`config.mk`:
```
export PLATFORM = sky130hd
export DESIGN_NAME = alu_ctrl_seq
export DESIGN_NICKNAME = d
export VERILOG_FILES = /design/src/rtl/alu_ctrl_seq_pkg.sv /design/src/rtl/alu_ctrl_seq_md_latency_counter.sv /design/src/rtl/alu_ctrl_seq.sv
export SDC_FILE = /design/constraint.sdc
export NUM_CORES = 1
export LEC_CHECK = 0
export BUFFER_PORTS_ARGS = -buffer_cell sky130_fd_sc_hd__buf_2
export CORE_AREA = 2 2 39 41
export CTS_CLUSTER_DIAMETER = 60
export DETAILED_ROUTE_END_ITERATION = 10
export DIE_AREA = 0 0 41 43
export GPL_TIMING_DRIVEN = 0
export PLACE_DENSITY_LB_ADDON = 0.15
export SLEW_MARGIN = 20
export SYNTH_ARGS = -nofsm -noshare
export SYNTH_HDL_FRONTEND = slang
export SYNTH_HIERARCHICAL = 1
export SYNTH_SLANG_ARGS = --single-unit
```
`constraint.sdc`:
```
create_clock -name clk -period 3.2 [get_ports clk]
set_clock_uncertainty 0.15 [all_clocks]
set_input_delay 0.32 -clock clk [delete_from_list [all_inputs] [get_ports clk]]
set_output_delay 0.32 -clock clk [all_outputs]
set_load 0.03 [all_outputs]
```
`src/rtl/alu_ctrl_seq_pkg.sv`:
```
// alu_ctrl_pkg: shared encodings for the EX-stage ALU control decoder and
// the multiply/divide sequencer (ALU codes, funct/aluop constants, md_op
// encoding and sequencer states).
package alu_ctrl_pkg;

  // ALU operation codes (zero-extended to CTRL_W at the output)
  localparam logic [3:0] ALU_AND  = 4'd0;
  localparam logic [3:0] ALU_OR   = 4'd1;
  localparam logic [3:0] ALU_SLT  = 4'd2;
  localparam logic [3:0] ALU_ADD  = 4'd3;
  localparam logic [3:0] ALU_SUB  = 4'd4;
  localparam logic [3:0] ALU_NOR  = 4'd5;
  localparam logic [3:0] ALU_SLL  = 4'd6;
  localparam logic [3:0] ALU_SRL  = 4'd7;
  localparam logic [3:0] ALU_SRA  = 4'd8;
  localparam logic [3:0] ALU_XOR  = 4'd9;
  localparam logic [3:0] ALU_SLTU = 4'd10;

  // aluop values from the main control unit
  localparam logic [1:0] ALUOP_ADD   = 2'b00;
  localparam logic [1:0] ALUOP_SUB   = 2'b01;
  localparam logic [1:0] ALUOP_RTYPE = 2'b10;
  localparam logic [1:0] ALUOP_AND   = 2'b11;

  // R-type funct codes
  localparam logic [5:0] FN_SLL   = 6'b000000;
  localparam logic [5:0] FN_SRL   = 6'b000010;
  localparam logic [5:0] FN_SRA   = 6'b000011;
  localparam logic [5:0] FN_JR    = 6'b001000;
  localparam logic [5:0] FN_MFHI  = 6'b010000;
  localparam logic [5:0] FN_MFLO  = 6'b010010;
  localparam logic [5:0] FN_MULT  = 6'b011000;
  localparam logic [5:0] FN_MULTU = 6'b011001;
  localparam logic [5:0] FN_DIV   = 6'b011010;
  localparam logic [5:0] FN_DIVU  = 6'b011011;
  localparam logic [5:0] FN_ADD   = 6'b100000;
  localparam logic [5:0] FN_ADDU  = 6'b100001;
  localparam logic [5:0] FN_SUB   = 6'b100010;
  localparam logic [5:0] FN_SUBU  = 6'b100011;
  localparam logic [5:0] FN_AND   = 6'b100100;
  localparam logic [5:0] FN_OR    = 6'b100101;
  localparam logic [5:0] FN_XOR   = 6'b100110;
  localparam logic [5:0] FN_NOR   = 6'b100111;
  localparam logic [5:0] FN_SLT   = 6'b101010;
  localparam logic [5:0] FN_SLTU  = 6'b101011;

  // Mul/div operation, equal to the low two funct bits of the instruction
  typedef enum logic [1:0] {
    MD_MULT  = 2'b00,
    MD_MULTU = 2'b01,
    MD_DIV   = 2'b10,
    MD_DIVU  = 2'b11
  } md_op_e;

  // Sequencer states
  typedef enum logic {
    ST_IDLE = 1'b0,
    ST_BUSY = 1'b1
  } md_state_e;

endpackage

```
`src/rtl/alu_ctrl_seq_md_latency_counter.sv`:
```
// md_latency_counter: loadable down-counter that tracks how many cycles a
// mul/div operation still has to run. Counts down to zero and holds there.
module md_latency_counter #(
  parameter int W = 2
) (
  input  logic         clk,
  input  logic         rst_n,
  input  logic         load,
  input  logic [W-1:0] value,
  input  logic         clear,
  output logic         zero
);

  logic [W-1:0] count;

  // Clear wins over load so a flush always empties the counter; otherwise
  // count down until zero is reached.
  always_ff @(posedge clk or negedge rst_n) begin
    if (!rst_n) begin
      count <= '0;
    end else if (clear) begin
      count <= '0;
    end else if (load) begin
      count <= value;
    end else if (count != '0) begin
      count <= count - 1'b1;
    end
  end

  assign zero = (count == '0);

endmodule

```
`src/rtl/alu_ctrl_seq.sv`:
```
// alu_ctrl_seq: EX-stage ALU control decoder plus multiply/divide sequencer.
// Decodes aluop/func into alucontrol/jr/illegal combinationally, launches
// the mul/div unit and tracks it with an IDLE/BUSY FSM, stalling later
// instructions that need HI/LO or the unit while an operation is in flight.
// Optional feature macro: ALU_CTRL_DIV_EN (enables DIV/DIVU with DIV_LAT).
module alu_ctrl_seq
  import alu_ctrl_pkg::*;
#(
  parameter int CTRL_W  = 4,
  parameter int MUL_LAT = 4,
  parameter int DIV_LAT = 32
) (
  input  logic              clk,
  input  logic              rst_n,
  input  logic              valid_i,
  input  logic              flush_i,
  input  logic [1:0]        aluop,
  input  logic [5:0]        func,
  output logic [CTRL_W-1:0] alucontrol,
  output logic              jr,
  output logic              illegal,
  output logic              md_start,
  output logic [1:0]        md_op,
  output logic              busy,
  output logic              hilo_we,
  output logic              stall
);

`ifdef ALU_CTRL_DIV_EN
  localparam bit DIV_EN = 1'b1;
`else
  localparam bit DIV_EN = 1'b0;
`endif

  // Without divide support the divide latency collapses onto the multiply
  // latency, so the counter is sized from MUL_LAT alone.
  localparam int DIV_CNT_LAT = DIV_EN ? DIV_LAT : MUL_LAT;
  localparam int MAX_LAT     = (MUL_LAT > DIV_CNT_LAT) ? MUL_LAT : DIV_CNT_LAT;
  localparam int CNT_W       = (MAX_LAT > 1) ? $clog2(MAX_LAT) : 1;

  localparam logic [CNT_W-1:0] MUL_LOAD = CNT_W'(MUL_LAT - 1);
  localparam logic [CNT_W-1:0] DIV_LOAD = CNT_W'(DIV_CNT_LAT - 1);

  logic [3:0]       alu_code;
  logic             unsupported;
  logic             is_md_fn;
  logic             is_hilo_fn;
  logic             md_req;
  logic             hilo_rd_req;
  md_state_e        state;
  md_state_e        state_next;
  md_op_e           md_op_q;
  logic             cnt_load;
  logic             cnt_clear;
  logic             cnt_zero;
  logic [CNT_W-1:0] cnt_value;

  // Instruction decode: every path assigns alu_code, so nothing latches.
  always_comb begin
    alu_code    = ALU_AND;
    unsupported = 1'b0;
    is_md_fn    = 1'b0;
    is_hilo_fn  = 1'b0;
    case (aluop)
      ALUOP_ADD: alu_code = ALU_ADD;
      ALUOP_SUB: alu_code = ALU_SUB;
      ALUOP_AND: alu_code = ALU_AND;
      default: begin
        case (func)
          FN_AND:           alu_code = ALU_AND;
          FN_OR:            alu_code = ALU_OR;
          FN_SLT:           alu_code = ALU_SLT;
          FN_ADD, FN_ADDU:  alu_code = ALU_ADD;
          FN_SUB, FN_SUBU:  alu_code = ALU_SUB;
          FN_NOR:           alu_code = ALU_NOR;
          FN_SLL:           alu_code = ALU_SLL;
          FN_SRL:           alu_code = ALU_SRL;
          FN_SRA:           alu_code = ALU_SRA;
          FN_XOR:           alu_code = ALU_XOR;
          FN_SLTU:          alu_code = ALU_SLTU;
          FN_JR:            alu_code = ALU_ADD;
          FN_MFHI, FN_MFLO: begin
            alu_code   = ALU_ADD;
            is_hilo_fn = 1'b1;
          end
          FN_MULT, FN_MULTU: begin
            alu_code = ALU_ADD;
            is_md_fn = 1'b1;
          end
`ifdef ALU_CTRL_DIV_EN
          FN_DIV, FN_DIVU: begin
            alu_code = ALU_ADD;
            is_md_fn = 1'b1;
          end
`endif
          default: begin
            alu_code    = ALU_AND;
            unsupported = 1'b1;
          end
        endcase
      end
    endcase
  end

  assign alucontrol  = CTRL_W'(alu_code);
  assign jr          = (aluop == ALUOP_RTYPE) && (func == FN_JR);
  assign illegal     = valid_i && unsupported;
  assign md_req      = valid_i && is_md_fn;
  assign hilo_rd_req = valid_i && is_hilo_fn;
  assign cnt_value   = func[1] ? DIV_LOAD : MUL_LOAD;

  // Sequencer state register.
  always_ff @(posedge clk or negedge rst_n) begin
    if (!rst_n) begin
      state <= ST_IDLE;
    end else begin
      state <= state_next;
    end
  end

  // Latch the operation kind at launch so the HI/LO unit sees a stable op.
  always_ff @(posedge clk or negedge rst_n) begin
    if (!rst_n) begin
      md_op_q <= MD_MULT;
    end else if (md_start) begin
      md_op_q <= md_op_e'(func[1:0]);
    end
  end

  // Next state and strobes; a flush beats completion in the same cycle.
  always_comb begin
    state_next = state;
    md_start   = 1'b0;
    hilo_we    = 1'b0;
    stall      = 1'b0;
    cnt_load   = 1'b0;
    cnt_clear  = 1'b0;
    case (state)
      ST_IDLE: begin
        if (md_req && !flush_i) begin
          md_start   = 1'b1;
          cnt_load   = 1'b1;
          state_next = ST_BUSY;
        end
      end
      default: begin
        stall = md_req || hilo_rd_req;
        if (flush_i) begin
          cnt_clear  = 1'b1;
          state_next = ST_IDLE;
        end else if (cnt_zero) begin
          hilo_we    = 1'b1;
          state_next = ST_IDLE;
        end
      end
    endcase
  end

  assign busy  = (state == ST_BUSY);
  assign md_op = md_op_q;

  md_latency_counter #(
    .W (CNT_W)
  ) u_counter (
    .clk   (clk),
    .rst_n (rst_n),
    .load  (cnt_load),
    .value (cnt_value),
    .clear (cnt_clear),
    .zero  (cnt_zero)
  );

endmodule

```
# Word-level counts from Yosys, hierarchy flattened
# Index checks and enable logic that the tools add are counted.
# totals
ramBits	0
register_bits	5
rom_bits	0
out_inout_bits	12
in_bits	12
mem_count	0
elab_cells	64
latchBits	0
# op_classes
order_cmp	0
muxes	22
shifts	0
n_eq_ne	20
n_div	0
bitwise_logic	0
addsub	1
n_mul	0
reduce_logical	18
# ops
op	n
$eq 6x6->1 const B	10
$pmux 4 s10	1
$eq 6x5->1 const B	4
$reduce_or 18->1	1
$mux 1	17
$eq 6x2->1 const B	2
$pmux 4 s3	1
$reduce_or 7->1	1
$eq 6x4->1 const B	1
$logic_not 6->1	1
$mux 2	3
$reduce_or 2->1	3
$logic_and 1x1->1	5
$eq 2x2->1 const B	2
$logic_not 2->1	2
$reduce_bool 3->1	1
$reduce_or 3->1	1
$eq 2x1->1 const B	1
$reduce_bool 2->1	1
$sub 2x1->2 const B	1
$logic_not 1->1	1
$logic_or 1x1->1	1

# Depth between registers and ports, before layout
# Gate-level depths: netlist of run 1.
# logic_depth
depth_word	10
depth_mapped	6
ltp_nobuf	5

# Cells and area by module
# The synthesis of run 1 kept the hierarchy.
# modules_own_cells
module	cells_per_inst	area_per_inst_um2	n_inst
alu_ctrl_seq	63	483.0	1
md_latency_counter	13	128.9	1

# Worst setup path before layout of run 1
# OpenSTA, ideal clock, no wires.
# synth_path
path_type	input to output
start	input func[3]
end	output alucontrol[3]
arrival_ps	1879
t_required_ps	2730
slack_ps	851
cell_stages	4
path_cell_list	clkbuf_1 -> xnor2_1 -> a32oi_1 -> nor4b_1
# synth_via
elab_chain_cells	4
# synth_rtl
element	line	source
start, declared	alu_ctrl_seq.sv:18	input logic [5:0] func,
$eq 6x4->1 (tied with other cells)	alu_ctrl_seq.sv:69	case (func)
$reduce_or 7->1 (no source line) / $reduce_or 2->1 (equally long branches)	n/a	
$pmux 4 s10 (*)	alu_ctrl_seq.sv:69	
$pmux 4 s3 (*)	alu_ctrl_seq.sv:64	case (aluop)
end, declared	alu_ctrl_seq.sv:19	output logic [CTRL_W-1:0] alucontrol,
# Every way passes the cells marked *; elsewhere a longest branch is shown, timed or not.

# Worst setup path in the final report of run 1
# layout_path
start	input func[1]
end	output md_start
# layout_via
elab_chain_cells	8
# layout_rtl
element	line	source
$eq 6x5->1	alu_ctrl_seq.sv:69	
$reduce_or 2->1 (*)	n/a	
$mux 1 (*)	alu_ctrl_seq.sv:69	
$mux 1 (*)	alu_ctrl_seq.sv:64	
$logic_and 1x1->1 (*)	alu_ctrl_seq.sv:108	assign md_req = valid_i && is_md_fn;
$logic_and 1x1->1 (*)	alu_ctrl_seq.sv:140	if (md_req && !flush_i) begin
$mux 1 (*)	alu_ctrl_seq.sv:140	
$mux 1 (*)	alu_ctrl_seq.sv:138	case (state)
end, declared	alu_ctrl_seq.sv:22	output logic md_start,
# Marks and branches as above.

==> results of run 1 <==
[worst max-delay path by stage]
stage               endpoint  cells past startpoint  slack, ns
2_1_floorplan  alucontrol[3]                      4       0.85
3_3_place_gp        md_start                      5       0.97
3_5_place_dp        md_start                      5       0.96
4_1_cts             md_start                      5       0.96
5_1_grt        alucontrol[0]                      6       0.87
6_report            md_start                      5       0.97
[routing by layer]
layer  part of all wire [%]  track usage (%)
met1                     48             26.3
met2                     45             25.9
met3                    4.9             2.09
met4                    1.9             10.0
met5                      0                0
[cells by family (layout without fill, tap and decap cells)]
family / count (synthesis) / in the layout / share of synthesized area [%]
compound gates: 17 / 17 / 23.3
mux: 1 / 1 / 2.45
other cells: 1 / 2 / 0.613
xor+xnor: 3 / 3 / 4.30
flops: 5 / 5 / 20.4
fa+ha+maj: 1 / 1 / 2.04
simple gates: 35 / 35 / 36.4
buf+inv: 13 / 40 / 10.4
[cell usage in the layout, fill, tap and decap left out, types with 2 or more instances in the layout]
cell type	Yosys	routed
sky130_fd_sc_hd__nand2_1	5	5
sky130_fd_sc_hd__nand4b_1	2	2
sky130_fd_sc_hd__a21oi_1	2	2
sky130_fd_sc_hd__nor2_1	5	5
sky130_fd_sc_hd__xnor2_1	2	2
sky130_fd_sc_hd__clkbuf_1	2	3
sky130_fd_sc_hd__conb_1	1	2
sky130_fd_sc_hd__inv_1	7	7
sky130_fd_sc_hd__nor2b_1	6	6
sky130_fd_sc_hd__o31ai_1	2	2
sky130_fd_sc_hd__clkbuf_4	0	3
sky130_fd_sc_hd__nand2b_1	2	2
sky130_fd_sc_hd__dfrtp_1	5	5
sky130_fd_sc_hd__a221oi_1	2	2
sky130_fd_sc_hd__and2_1	2	2
sky130_fd_sc_hd__buf_2	1	23
[power groups by stage]
stage / Combinational (mW) / Sequential, mW / Clock [mW]
2_1_floorplan: 0.105 / 0.0873 / 0
3_3_place_gp: 0.130 / 0.0891 / 0
3_5_place_dp: 0.137 / 0.0875 / 0
4_1_cts: 0.135 / 0.0880 / 0.0770
5_1_grt: 0.151 / 0.0891 / 0.0811
6_report: 0.133 / 0.0882 / 0.0732
[metrics by stage]
step	util, %	hold slack, ns	power [mW]	setup WS [ns]	instance area (sq um)
6_report	56.5	0.122	0.295	0.966	782
5_1_grt	56.5	0.128	0.321	0.873	782
4_1_cts	56.5	0.115	0.300	0.962	782
3_5_place_dp	53.9	-0.0142	0.224	0.960	746
3_3_place_gp	53.9	-0.0151	0.219	0.971	746
2_1_floorplan	-	-0.126	0.192	0.851	616
[cell type report]
type | instances | area (sq um)
fill | 143 | 602
multi-input combinational | 59 | 427
sequential | 5 | 125
timing repair buffer | 23 | 120
buffer | 6 | 37.5
clock buffer | 4 | 26.3
inverter | 7 | 26.3
tap | 16 | 20.0
[synthesized netlist by cell type (2+ instances only)]
cell type / instances / area (sq um)
sky130_fd_sc_hd__inv_1: 7 / 26.3
sky130_fd_sc_hd__dfrtp_1: 5 / 125
sky130_fd_sc_hd__clkbuf_1: 2 / 7.51
sky130_fd_sc_hd__xnor2_1: 2 / 17.5
sky130_fd_sc_hd__a221oi_1: 2 / 17.5
sky130_fd_sc_hd__nand2b_1: 2 / 12.5
sky130_fd_sc_hd__o31ai_1: 2 / 15.0
sky130_fd_sc_hd__and2_1: 2 / 12.5
sky130_fd_sc_hd__nor2b_1: 6 / 37.5
sky130_fd_sc_hd__nand4b_1: 2 / 17.5
sky130_fd_sc_hd__nand2_1: 5 / 18.8
sky130_fd_sc_hd__a21oi_1: 2 / 10.0
sky130_fd_sc_hd__nor2_1: 5 / 18.8
[sequential cells by signal (all words and copies together) (netlist names)]
register	cells
busy	1
u_counter/count	2
md_op	2
[what timing repair did]
| action | CTS | global route |
|---|---|---|
| hold buffers | 1 | 0 |
| endpoints found under the setup margin | 0 | 0 |
| endpoints found under the hold margin | 5 | 0 |
==> summary.json, run 1 <==
{
  "pwr": {
    "worst_vdd_drop_uv": 153,
    "internal-power_mw": 0.193,
    "share_of_power_burned_in_combinational_logic_pct": 45.3,
    "switching_share_pct": 34.6,
    "netSwitchingPower_mw": 0.102,
    "cellLeakagePower_nw": 0.366,
    "p_seq_share_pct": 29.9,
    "pwr_density_cell_nw_per_um2": 377,
    "power.share.clock_pct": 24.8
  },
  "setup_path": {
    "arrival_ns": 1.76,
    "worstPathRequired_ns": 2.73,
    "worst_path_max_delay_cell": "sky130_fd_sc_hd__or4b_4",
    "crit_path_end_kind": "primary output",
    "critPathMostFrequentCell": "sky130_fd_sc_hd__buf_2",
    "r2r-start": "busy",
    "path_max_fanout": 5,
    "critPathMaxStageDelay_ns": 0.54,
    "setup.reg_to_reg.worst_slack_ns": 1.61,
    "sequence_of_cells_on_the_critical_path": "buf_2 -> or4b_4 -> or4_4 -> inv_1 -> buf_2",
    "critPathLaunchType": "input port",
    "crit_start": "func[1]",
    "critical_path.n_buffers_inverters": 3,
    "worst-setup-path-type": "in2out",
    "critical_path.top_delay_family": "simple AND/OR/NAND/NOR gates",
    "worst_r2r_path_depth": 4,
    "worstReg2RegEnd": "u_counter/count[1]"
  },
  "timing": {
    "achievable-frequency_mhz": 448,
    "min_period_ns": 2.23,
    "slew_violations": 0,
    "setup_tns_ns": 0,
    "setup_viol": 0,
    "timing_hold_violations_final": 0,
    "final_min_period_over_clock_period_pct": 69.8,
    "grt_setup_unrepaired": "no"
  },
  "floorplanning": {
    "start_util_pct": 44.2,
    "die_width_um": 41,
    "fp.coreArea_sq_um": 1380,
    "pin_count": 24,
    "floorplan.rows": 14,
    "die_h_um": 43,
    "design.die.area_sq_um": 1760
  },
  "route": {
    "post-route-drc-count": 0,
    "ant_nets": 0,
    "route.detailed.wl_per_inst_um": 11.7,
    "drt_wl_total_um": 1400,
    "routed_via_density": 5.35,
    "drt_iter0_drc": 9,
    "detail_route.first_pass.iterations": 4,
    "via_count": 642
  },
  "cells_and_area": {
    "non_filler_cells_final": 120,
    "n_antenna_cell": 0,
    "final_nets": 118,
    "drive_gt1_share_pct": 32.7,
    "area_delta_synth_final_pct": 27.8
  },
  "global_route": {
    "grt_max_degree": 11,
    "globalRouteTotalUtil_pct": 18.5,
    "antenna_found_initial": 0,
    "number_of_global_route_vias_before_repair": 552,
    "wire_length_of_the_first_global_routing_pass_um": 2290,
    "gr-total-overflow": 0
  },
  "synth": {
    "total_of_flip_flops_plus_latches_after_synthesis": 5,
    "postSynthAreaPerCell_sq_um": 8.05,
    "synth_area_sq_um": 612,
    "synth.distinct_cells": 45,
    "async_reset_ff_share_pct": 100,
    "netlist_instances": 76,
    "ys_dominant_reg_cell": "sky130_fd_sc_hd__dfrtp_1",
    "yosysWarningCount": 6,
    "synth-edff-count": 0,
    "seq_area_frac_synth_pct": 20.4
  },
  "worst_hold_path": {
    "min-delay-path-class": "in2reg",
    "worst_hold_path.endpoint": "busy",
    "min_path_cells": 2,
    "min-delay-start": "flush_i"
  },
  "clock_tree": {
    "numClockSinks": 5,
    "ctsHtreeMaxLevel": 1,
    "worst_setup_hold_path_clk_slew_ns": 0.04,
    "clock_tree.buffer_depth": 2,
    "cts-buffers-inserted": 3,
    "cts_root_buf": "sky130_fd_sc_hd__clkbuf_4",
    "cts_resized": 0,
    "clock_insertion_delay_worst_skew_ns": 0.24,
    "cts_setup_buffers": 0,
    "cts_tree": "done"
  },
  "place": {
    "placed_cells_incl_taps": 115,
    "rd_place_congestion": 0.803,
    "place_hpwl_um": 1070,
    "place.port_buffers": 22
  },
  "status": {
    "result_of_the_run": "complete, no violations"
  },
  "flow_run": {
    "cap_viol_max_count": 0
  }
}
Power figures use the tool's default switching activity.
==> run 2: changes to the inputs <==
- ABC_AREA: unset -> 1
- clock period: 3.2 -> 2.3 ns (I/O delays scaled with it)
==> summary.json, run 2 <==
{
  "synth": {
    "synth.distinct_cells": {"value": 21, "change": "was 45"},
    "postSynthAreaPerCell": {"value": 5.90, "unit": "sq um", "change": "was 8.05 sq um"},
    "total_of_flip_flops_plus_latches_after_synthesis": {"value": 5, "change": "unchanged"},
    "synth.most_common_cell": {"value": "sky130_fd_sc_hd__nand2_1", "change": "was sky130_fd_sc_hd__inv_1"},
    "synth_area_leader_cell": {"value": "sky130_fd_sc_hd__dfrtp_1", "change": "unchanged"},
    "async_reset_ff_share": {"value": 100, "unit": "%", "change": "unchanged"},
    "synth_top_cells_by_area": {"value": "sky130_fd_sc_hd__dfrtp_1, sky130_fd_sc_hd__nand2_1, sky130_fd_sc_hd__inv_1", "change": "was sky130_fd_sc_hd__dfrtp_1, sky130_fd_sc_hd__nor2b_1, sky130_fd_sc_hd__inv_1"},
    "netlist_instances": {"value": 99, "change": "was 76"},
    "ys_dominant_reg_cell": {"value": "sky130_fd_sc_hd__dfrtp_1", "change": "unchanged"},
    "synth-edff-count": {"value": 0, "change": "unchanged"},
    "yosysTopAreaCellShare": {"value": 21.4, "unit": "%", "change": "was 20.4%"},
    "yosysWarningCount": {"value": 6, "change": "unchanged"},
    "synth_commonest_cells": {"value": "sky130_fd_sc_hd__nand2_1, sky130_fd_sc_hd__inv_1, sky130_fd_sc_hd__nand3_1, sky130_fd_sc_hd__nor2_1, sky130_fd_sc_hd__dfrtp_1", "change": "was sky130_fd_sc_hd__inv_1, sky130_fd_sc_hd__nor2b_1, sky130_fd_sc_hd__dfrtp_1, sky130_fd_sc_hd__nand2_1, sky130_fd_sc_hd__nor2_1"},
    "seq_area_frac_synth": {"value": 21.4, "unit": "%", "change": "was 20.4%"},
    "synth_area": {"value": 584, "unit": "sq um", "change": "was 612 sq um"}
  },
  "cells_and_area": {
    "layout.cells.most_common_list": {"value": "sky130_fd_sc_hd__nand2_1, sky130_fd_sc_hd__buf_2, sky130_fd_sc_hd__inv_1, sky130_fd_sc_hd__nand3_1, sky130_fd_sc_hd__nor2_1", "change": "was sky130_fd_sc_hd__buf_2, sky130_fd_sc_hd__inv_1, sky130_fd_sc_hd__nor2b_1"},
    "n_antenna_cell": {"value": 0, "change": "unchanged"},
    "total_of_fill_cells_in_the_finished_design": {"value": 144, "change": "was 143"},
    "drive_gt1_share": {"value": 31.3, "unit": "%", "change": "was 32.7%"},
    "multiInputGateArea": {"value": 384, "unit": "sq um", "change": "was 427 sq um"},
    "design_area": {"value": 759, "unit": "sq um", "change": "was 782 sq um"},
    "ff_latch_area": {"value": 125, "unit": "sq um", "change": "unchanged"},
    "area_delta_synth_final": {"value": 30.0, "unit": "%", "change": "was 27.8%"},
    "final_nets": {"value": 142, "change": "was 118"},
    "layout_commonest_cell": {"value": "sky130_fd_sc_hd__nand2_1", "change": "was sky130_fd_sc_hd__buf_2"}
  },
  "route": {
    "post-route-drc-count": {"value": 0, "change": "unchanged"},
    "routed_via_density": {"value": 4.53, "change": "was 5.35"},
    "via_count": {"value": 652, "change": "was 642"},
    "detail_route.first_pass.iterations": {"value": 4, "change": "unchanged"},
    "amount_of_wire_on_met3_after_detailed_routing": {"value": 61, "unit": "um", "change": "was 69 um"},
    "met1_length": {"value": 551, "unit": "um", "change": "was 667 um"},
    "drt_iter0_drc": {"value": 11, "change": "was 9"},
    "drt_wl_total": {"value": 1190, "unit": "um", "change": "was 1400 um"},
    "route.detailed.wl_per_inst": {"value": 8.29, "unit": "um", "change": "was 11.7 um"},
    "route.top_layer_used": {"value": "met3", "change": "was met4"},
    "ant_nets": {"value": 0, "change": "unchanged"},
    "detailroute.wirelength.met2": {"value": 581, "unit": "um", "change": "was 637 um"}
  },
  "clock_tree": {
    "numClockSinks": {"value": 5, "change": "unchanged"},
    "clock_tree.buffer_depth": {"value": 2, "change": "unchanged"},
    "worst_setup_hold_path_clk_slew": {"value": 0.04, "unit": "ns", "change": "about the same"},
    "cts_tree": {"value": "done", "change": "unchanged"},
    "clock_insertion_delay_worst_skew": {"value": 0.23, "unit": "ns", "change": "was 0.24 ns"},
    "cts-buffers-inserted": {"value": 3, "change": "unchanged"},
    "ctsHtreeMaxLevel": {"value": 1, "change": "unchanged"},
    "cts_setup_buffers": {"value": 0, "change": "unchanged"},
    "cts_root_buf": {"value": "sky130_fd_sc_hd__clkbuf_4", "change": "unchanged"}
  },
  "timing": {
    "timing_hold_violations_final": {"value": 0, "change": "unchanged"},
    "min_period_ns": 1.71,
    "setup_tns": {"value": 0, "unit": "ns", "change": "unchanged"},
    "setup_viol": {"value": 0, "change": "unchanged"},
    "achievable-frequency_mhz": 586,
    "grt_setup_unrepaired": {"value": "no", "change": "unchanged"},
    "slew_violations": {"value": 0, "change": "unchanged"},
    "final_min_period_over_clock_period_pct": 74.2
  },
  "floorplanning": {
    "pin_count": {"value": 24, "change": "unchanged"},
    "design.die.area": {"value": 1760, "unit": "sq um", "change": "unchanged"},
    "fp.coreArea": {"value": 1380, "unit": "sq um", "change": "unchanged"},
    "die_width": {"value": 41, "unit": "um", "change": "unchanged"},
    "start_util": {"value": 42.2, "unit": "%", "change": "was 44.2%"},
    "die_h": {"value": 43, "unit": "um", "change": "unchanged"},
    "floorplan.rows": {"value": 14, "change": "unchanged"}
  },
  "setup_path": {
    "critPathMaxStageDelay": {"value": 0.40, "unit": "ns", "change": "was 0.54 ns"},
    "critPathMostFrequentCell": {"value": "sky130_fd_sc_hd__inv_1", "change": "was sky130_fd_sc_hd__buf_2"},
    "sequence_of_cells_on_the_critical_path": {"value": "inv_1 -> nand4_2 -> inv_1 -> buf_2", "change": "was buf_2 -> or4b_4 -> or4_4 -> inv_1 -> buf_2"},
    "critPathLaunchType": {"value": "flip-flop", "change": "was input port"},
    "crit_path_end_kind": {"value": "primary output", "change": "unchanged"},
    "path_max_fanout": {"value": 7, "change": "was 5"},
    "critical_path.n_buffers_inverters": {"value": 3, "change": "unchanged"},
    "worst_path_max_delay_cell": {"value": "sky130_fd_sc_hd__dfrtp_1", "change": "was sky130_fd_sc_hd__or4b_4"},
    "arrival": {"value": 1.33, "unit": "ns", "change": "was 1.76 ns"},
    "worstPathRequired": {"value": 1.92, "unit": "ns", "change": "was 2.73 ns"},
    "critical_path.top_delay_family": {"value": "buffers and inverters", "change": "was simple AND/OR/NAND/NOR gates"},
    "worst-setup-path-type": {"value": "reg2out", "change": "was in2out"}
  },
  "global_route": {
    "globalRouteTotalUtil": {"value": 15.9, "unit": "%", "change": "was 18.5%"},
    "gr-total-overflow": {"value": 0, "change": "unchanged"},
    "number_of_global_route_vias_before_repair": {"value": 549, "change": "was 552"},
    "grt_max_degree": {"value": 8, "change": "was 11"},
    "wire_length_of_the_first_global_routing_pass": {"value": 1980, "unit": "um", "change": "was 2290 um"},
    "antenna_found_initial": {"value": 0, "change": "unchanged"}
  },
  "place": {
    "rd_place_congestion": {"value": 0.721, "change": "was 0.803"},
    "place_hpwl": {"value": 1030, "unit": "um", "change": "was 1070 um"},
    "placed_area": {"value": 723, "unit": "sq um", "change": "was 746 sq um"},
    "place.port_buffers": {"value": 23, "change": "was 22"}
  },
  "pwr": {
    "worst_vdd_drop": {"value": 328, "unit": "uV", "change": "was 153 uV"},
    "cellLeakagePower": {"value": 0.478, "unit": "nW", "change": "was 0.366 nW"},
    "pwr_density_cell": {"value": 515, "unit": "nW/um^2", "change": "was 377 nW/um^2"}
  },
  "flow_run": {
    "cap_viol_max_count": {"value": 0, "change": "unchanged"}
  },
  "worst_hold_path": {
    "min-delay-path-class": {"value": "in2reg", "change": "unchanged"}
  },
  "status": {
    "result_of_the_run": {"value": "complete, no violations", "change": "unchanged"}
  }
}
==> run 2: routing by layer <==
metal | vias to the layer above | global-route usage, %
met3 | 0 | 0
met4 | 0 | 6.00
li1 | 365 | -
met2 | 17 | 26.3
met5 | - | 0
met1 | 270 | 21.0
==> run 2: kinds of logic (layout without fill, tap and decap cells) <==
logic type | after synthesis | count (layout) | share of synthesized area (%)
buf+inv | 21 | 49 | 13.5
other cells | 1 | 2 | 0.642
fa+ha+maj | 1 | 1 | 2.14
compound gates | 8 | 8 | 8.57
simple gates | 63 | 63 | 53.7
flops | 5 | 5 | 21.4
==> run 2: final cells by class <==
class	instances	area share, %
clock buffer	4	3.46
inverter	21	10.4
multi-input combinational	74	50.6
sequential	5	16.5
tap	16	2.64
timing repair buffer	24	16.5
==> run 2: report_power, final <==
| group | switching [mW] | internal, mW |
|---|---|---|
| registers | 0.0114 | 0.110 |
| logic | 0.106 | 0.0693 |
| clock network | 0.0293 | 0.0652 |
| total | 0.146 | 0.245 |
==> run 2: path summary, 6_finish.rpt <==
kind                            cells after the start      from            endpoint  slack (ns)
worst max-delay path                                4      busy            md_start        0.59
worst min-delay path                                2   flush_i                busy        0.07
worst max register to register                      7      busy  u_counter/count[1]        0.89
worst min register to register                      2  md_op[0]            md_op[0]        0.33
max in group asynchronous                           2     rst_n            md_op[0]        1.69
min in group asynchronous                           2     rst_n  u_counter/count[0]        0.18
==> run 2: timing repair <==
| action | CTS | global route |
|---|---|---|
| endpoints found under the hold margin | 5 | 0 |
| hold buffers | 1 | 0 |
| resized for setup | 0 | 0 |
==> run 2: metrics by stage <==
stage                     cells  util, %  hold WS [ns]  setup WS (ns)  total power [mW]
after floorplan             100        -        -0.216          0.692             0.253
after global placement      139     52.3        -0.104          0.659             0.297
after detailed placement    139     52.3        -0.104          0.639             0.297
after CTS                   144     54.9        0.0650          0.572             0.396
after global routing        144     54.9        0.0745          0.499             0.431
final                       144     54.9        0.0722          0.593             0.391
==> run 3: changes to the inputs <==
- CORE_AREA: 2 2 39 41 -> unset
- CORE_MARGIN: unset -> 1.5
- CORE_UTILIZATION: unset -> 41
- DIE_AREA: 0 0 41 43 -> unset
- clock period: 2.3 -> 1.52 ns (I/O delays scaled with it)
==> summary.json, run 3 (synthesized netlist as in run 2, its figures left out) <==
{
  "status": {
    "result_of_the_run": {"value": "finished, violations left", "change": "was complete, no violations"},
    "failed_checks": "setup timing"
  },
  "clock_tree": {
    "clock_insertion_delay_worst_skew": {"value": 0.24, "unit": "ns", "change": "was 0.23 ns"},
    "cts_root_buf": {"value": "sky130_fd_sc_hd__clkbuf_4", "change": "unchanged"},
    "ctsHtreeMaxLevel": {"value": 1, "change": "unchanged"},
    "cts-buffers-inserted": {"value": 3, "change": "unchanged"},
    "clock_tree.buffer_depth": {"value": 2, "change": "unchanged"},
    "cts_tree": {"value": "done", "change": "unchanged"},
    "worst_setup_hold_path_clk_slew": {"value": 0.05, "unit": "ns", "change": "was 0.04 ns"},
    "numClockSinks": {"value": 5, "change": "unchanged"}
  },
  "worst_hold_path": {
    "min-delay-path-class": {"value": "in2async", "change": "was in2reg"}
  },
  "cells_and_area": {
    "design_area": {"value": 883, "unit": "sq um", "change": "was 759 sq um"},
    "drive_gt1_share": {"value": 45.5, "unit": "%", "change": "was 31.3%"},
    "layout.cells.most_common_list": {"value": "sky130_fd_sc_hd__nand2_1, sky130_fd_sc_hd__buf_2, sky130_fd_sc_hd__inv_1, sky130_fd_sc_hd__nand3_1, sky130_fd_sc_hd__buf_4", "change": "was sky130_fd_sc_hd__nand2_1, sky130_fd_sc_hd__buf_2, sky130_fd_sc_hd__inv_1, sky130_fd_sc_hd__nand3_1, sky130_fd_sc_hd__nor2_1"},
    "final_nets": {"value": 148, "change": "was 142"},
    "area_delta_synth_final": {"value": 51.2, "unit": "%", "change": "was 30.0%"},
    "layout_commonest_cell": {"value": "sky130_fd_sc_hd__nand2_1", "change": "unchanged"},
    "non_filler_cells_final": {"value": 149, "change": "was 144"},
    "n_antenna_cell": {"value": 0, "change": "unchanged"},
    "total_of_fill_cells_in_the_finished_design": {"value": 122, "change": "was 144"},
    "utilization": {"value": 67.0, "unit": "%", "change": "was 54.9%"}
  },
  "floorplanning": {
    "start_util": {"value": 44.3, "unit": "%", "change": "was 42.2%"},
    "fp.coreArea": {"value": 1320, "unit": "sq um", "change": "was 1380 sq um"},
    "design.die.area": {"value": 1660, "unit": "sq um", "change": "was 1760 sq um"},
    "floorplan.rows": {"value": 13, "change": "was 14"},
    "die_h": {"value": 40.8, "unit": "um", "change": "was 43 um"},
    "pin_count": {"value": 24, "change": "unchanged"},
    "die_width": {"value": 40.8, "unit": "um", "change": "was 41 um"}
  },
  "route": {
    "drt_wl_total": {"value": 1570, "unit": "um", "change": "was 1190 um"},
    "route.detailed.wl_per_inst": {"value": 10.6, "unit": "um", "change": "was 8.29 um"},
    "ant_nets": {"value": 0, "change": "unchanged"},
    "routed_via_density": {"value": 4.92, "change": "was 4.53"},
    "post-route-drc-count": {"value": 0, "change": "unchanged"},
    "drt_iter0_drc": {"value": 31, "change": "was 11"},
    "detail_route.first_pass.iterations": {"value": 4, "change": "unchanged"},
    "via_count": {"value": 733, "change": "was 652"}
  },
  "pwr": {
    "fin_total_pwr": {"value": 0.760, "unit": "mW", "change": "was 0.391 mW"},
    "worst_vdd_drop": {"value": 611, "unit": "uV", "change": "was 328 uV"},
    "pwr_density_cell": {"value": 861, "unit": "nW/um^2", "change": "was 515 nW/um^2"},
    "cellLeakagePower": {"value": 0.505, "unit": "nW", "change": "was 0.478 nW"}
  },
  "timing": {
    "post-route-worst-setup-slack": {"value": -0.00315, "unit": "ns", "change": "was 0.593 ns"},
    "min_period_ns": 1.52,
    "final_min_period_over_clock_period_pct": 100,
    "timing_hold_violations_final": {"value": 0, "change": "unchanged"},
    "setup_tns": {"value": -0.00315, "unit": "ns", "change": "was 0 ns"},
    "grt_setup_unrepaired": {"value": "yes", "change": "was no"},
    "achievable-frequency_mhz": 657,
    "slew_violations": {"value": 0, "change": "unchanged"},
    "hold-worst-slack": {"value": 0.0983, "unit": "ns", "change": "was 0.0722 ns"},
    "setup_viol": {"value": 1, "change": "was 0"}
  },
  "global_route": {
    "grt_max_degree": {"value": 7, "change": "was 8"},
    "wire_length_of_the_first_global_routing_pass": {"value": 2120, "unit": "um", "change": "was 1980 um"},
    "globalRouteTotalUtil": {"value": 19.2, "unit": "%", "change": "was 15.9%"},
    "globalRouteMet3Util": {"value": 3.26, "unit": "%", "change": "was 0%"},
    "antenna_found_initial": {"value": 0, "change": "unchanged"},
    "most_utilized_layer_in_the_global_route_result": {"value": "met2", "change": "unchanged"},
    "gr-total-overflow": {"value": 0, "change": "unchanged"},
    "grt.met2_usage": {"value": 29.0, "unit": "%", "change": "was 26.3%"},
    "met1_usage": {"value": 25.8, "unit": "%", "change": "was 21.0%"},
    "number_of_global_route_vias_before_repair": {"value": 525, "change": "was 549"}
  },
  "place": {
    "placed_cells_incl_taps": {"value": 138, "change": "was 139"},
    "place_worst_setup_slack": {"value": 0.0300, "unit": "ns", "change": "was 0.639 ns"},
    "placed_area": {"value": 727, "unit": "sq um", "change": "was 723 sq um"},
    "rd_place_congestion": {"value": 0.924, "change": "was 0.721"},
    "place_hpwl": {"value": 1040, "unit": "um", "change": "was 1030 um"},
    "place.port_buffers": {"value": 23, "change": "unchanged"}
  },
  "setup_path": {
    "arrival": {"value": 1.22, "unit": "ns", "change": "was 1.33 ns"},
    "critPathMaxStageDelay": {"value": 0.40, "unit": "ns", "change": "about the same"},
    "worst_path_max_delay_cell": {"value": "sky130_fd_sc_hd__dfrtp_1", "change": "unchanged"},
    "critical_path.n_buffers_inverters": {"value": 2, "change": "was 3"},
    "worst-setup-path-type": {"value": "reg2out", "change": "unchanged"},
    "crit_path_end_kind": {"value": "primary output", "change": "unchanged"},
    "path_max_fanout": {"value": 3, "change": "was 7"},
    "sequence_of_cells_on_the_critical_path": {"value": "inv_2 -> ha_4 -> nand2_2 -> nor2_2 -> buf_4", "change": "was inv_1 -> nand4_2 -> inv_1 -> buf_2"},
    "critical_path.top_delay_family": {"value": "flip-flops", "change": "was buffers and inverters"},
    "worstPathRequired": {"value": 1.22, "unit": "ns", "change": "was 1.92 ns"},
    "critPathLaunchType": {"value": "flip-flop", "change": "unchanged"}
  },
  "flow_run": {
    "cap_viol_max_count": {"value": 0, "change": "unchanged"}
  }
}
-- run 3: cell count changes in the layout (fill, tap and decap cells not counted), sizes merged --
cell | previous run | this run
clkinv | 0 | 1
dlygate4sd3 | 1 | 2
clkinvlp | 0 | 1
inv | 21 | 20
buf | 23 | 27
-- run 3: what timing repair did --
action / in CTS / in global routing
gates resized for setup: 6 / 21
setup buffers: 1 / 4
hold buffers: 2 / 0
hold endpoints to repair: 6 / 0
endpoints found under the setup margin: 2 / 8
pin swaps: 0 / 5
-- run 3: cell type report --
cell class / instances / area, sq um / area share [%]
tap: 15 / 18.8 / 2.12
timing repair buffer: 30 / 185 / 21.0
clock inverter: 1 / 5.00 / 0.567
multi-input combinational: 74 / 440 / 49.9
inverter: 21 / 85.1 / 9.63
clock buffer: 3 / 22.5 / 2.55
sequential: 5 / 126 / 14.3
-- run 3: worst paths after layout --
check	endpoint	start	cells past startpoint	slack [ns]
max in group asynchronous	busy	rst_n	2	0.98
min reg2reg	md_op[1]	md_op[1]	2	0.34
min	md_op[1]	rst_n	2	0.1
min in group clk	u_counter/count[0]	flush_i	6	0.15
max	hilo_we	u_counter/count[0]	5	-0.003
max reg2reg	u_counter/count[1]	busy	8	0.09
-- run 3: power by group --
group	leakage (nW)	internal [mW]	switching [mW]	total (mW)
logic	0.428	0.185	0.229	0.414
registers	0.0592	0.167	0.0234	0.190
clock network	0.0177	0.0955	0.0604	0.156
total	0.505	0.447	0.313	0.760
-- run 3: metal layers --
layer	routed length (um)	vias to the layer above	part of all wire, %
met4	64	0	4.1
li1	-	377	-
met3	102	6	6.5
met2	714	37	45
met1	690	313	44
met5	0	-	0
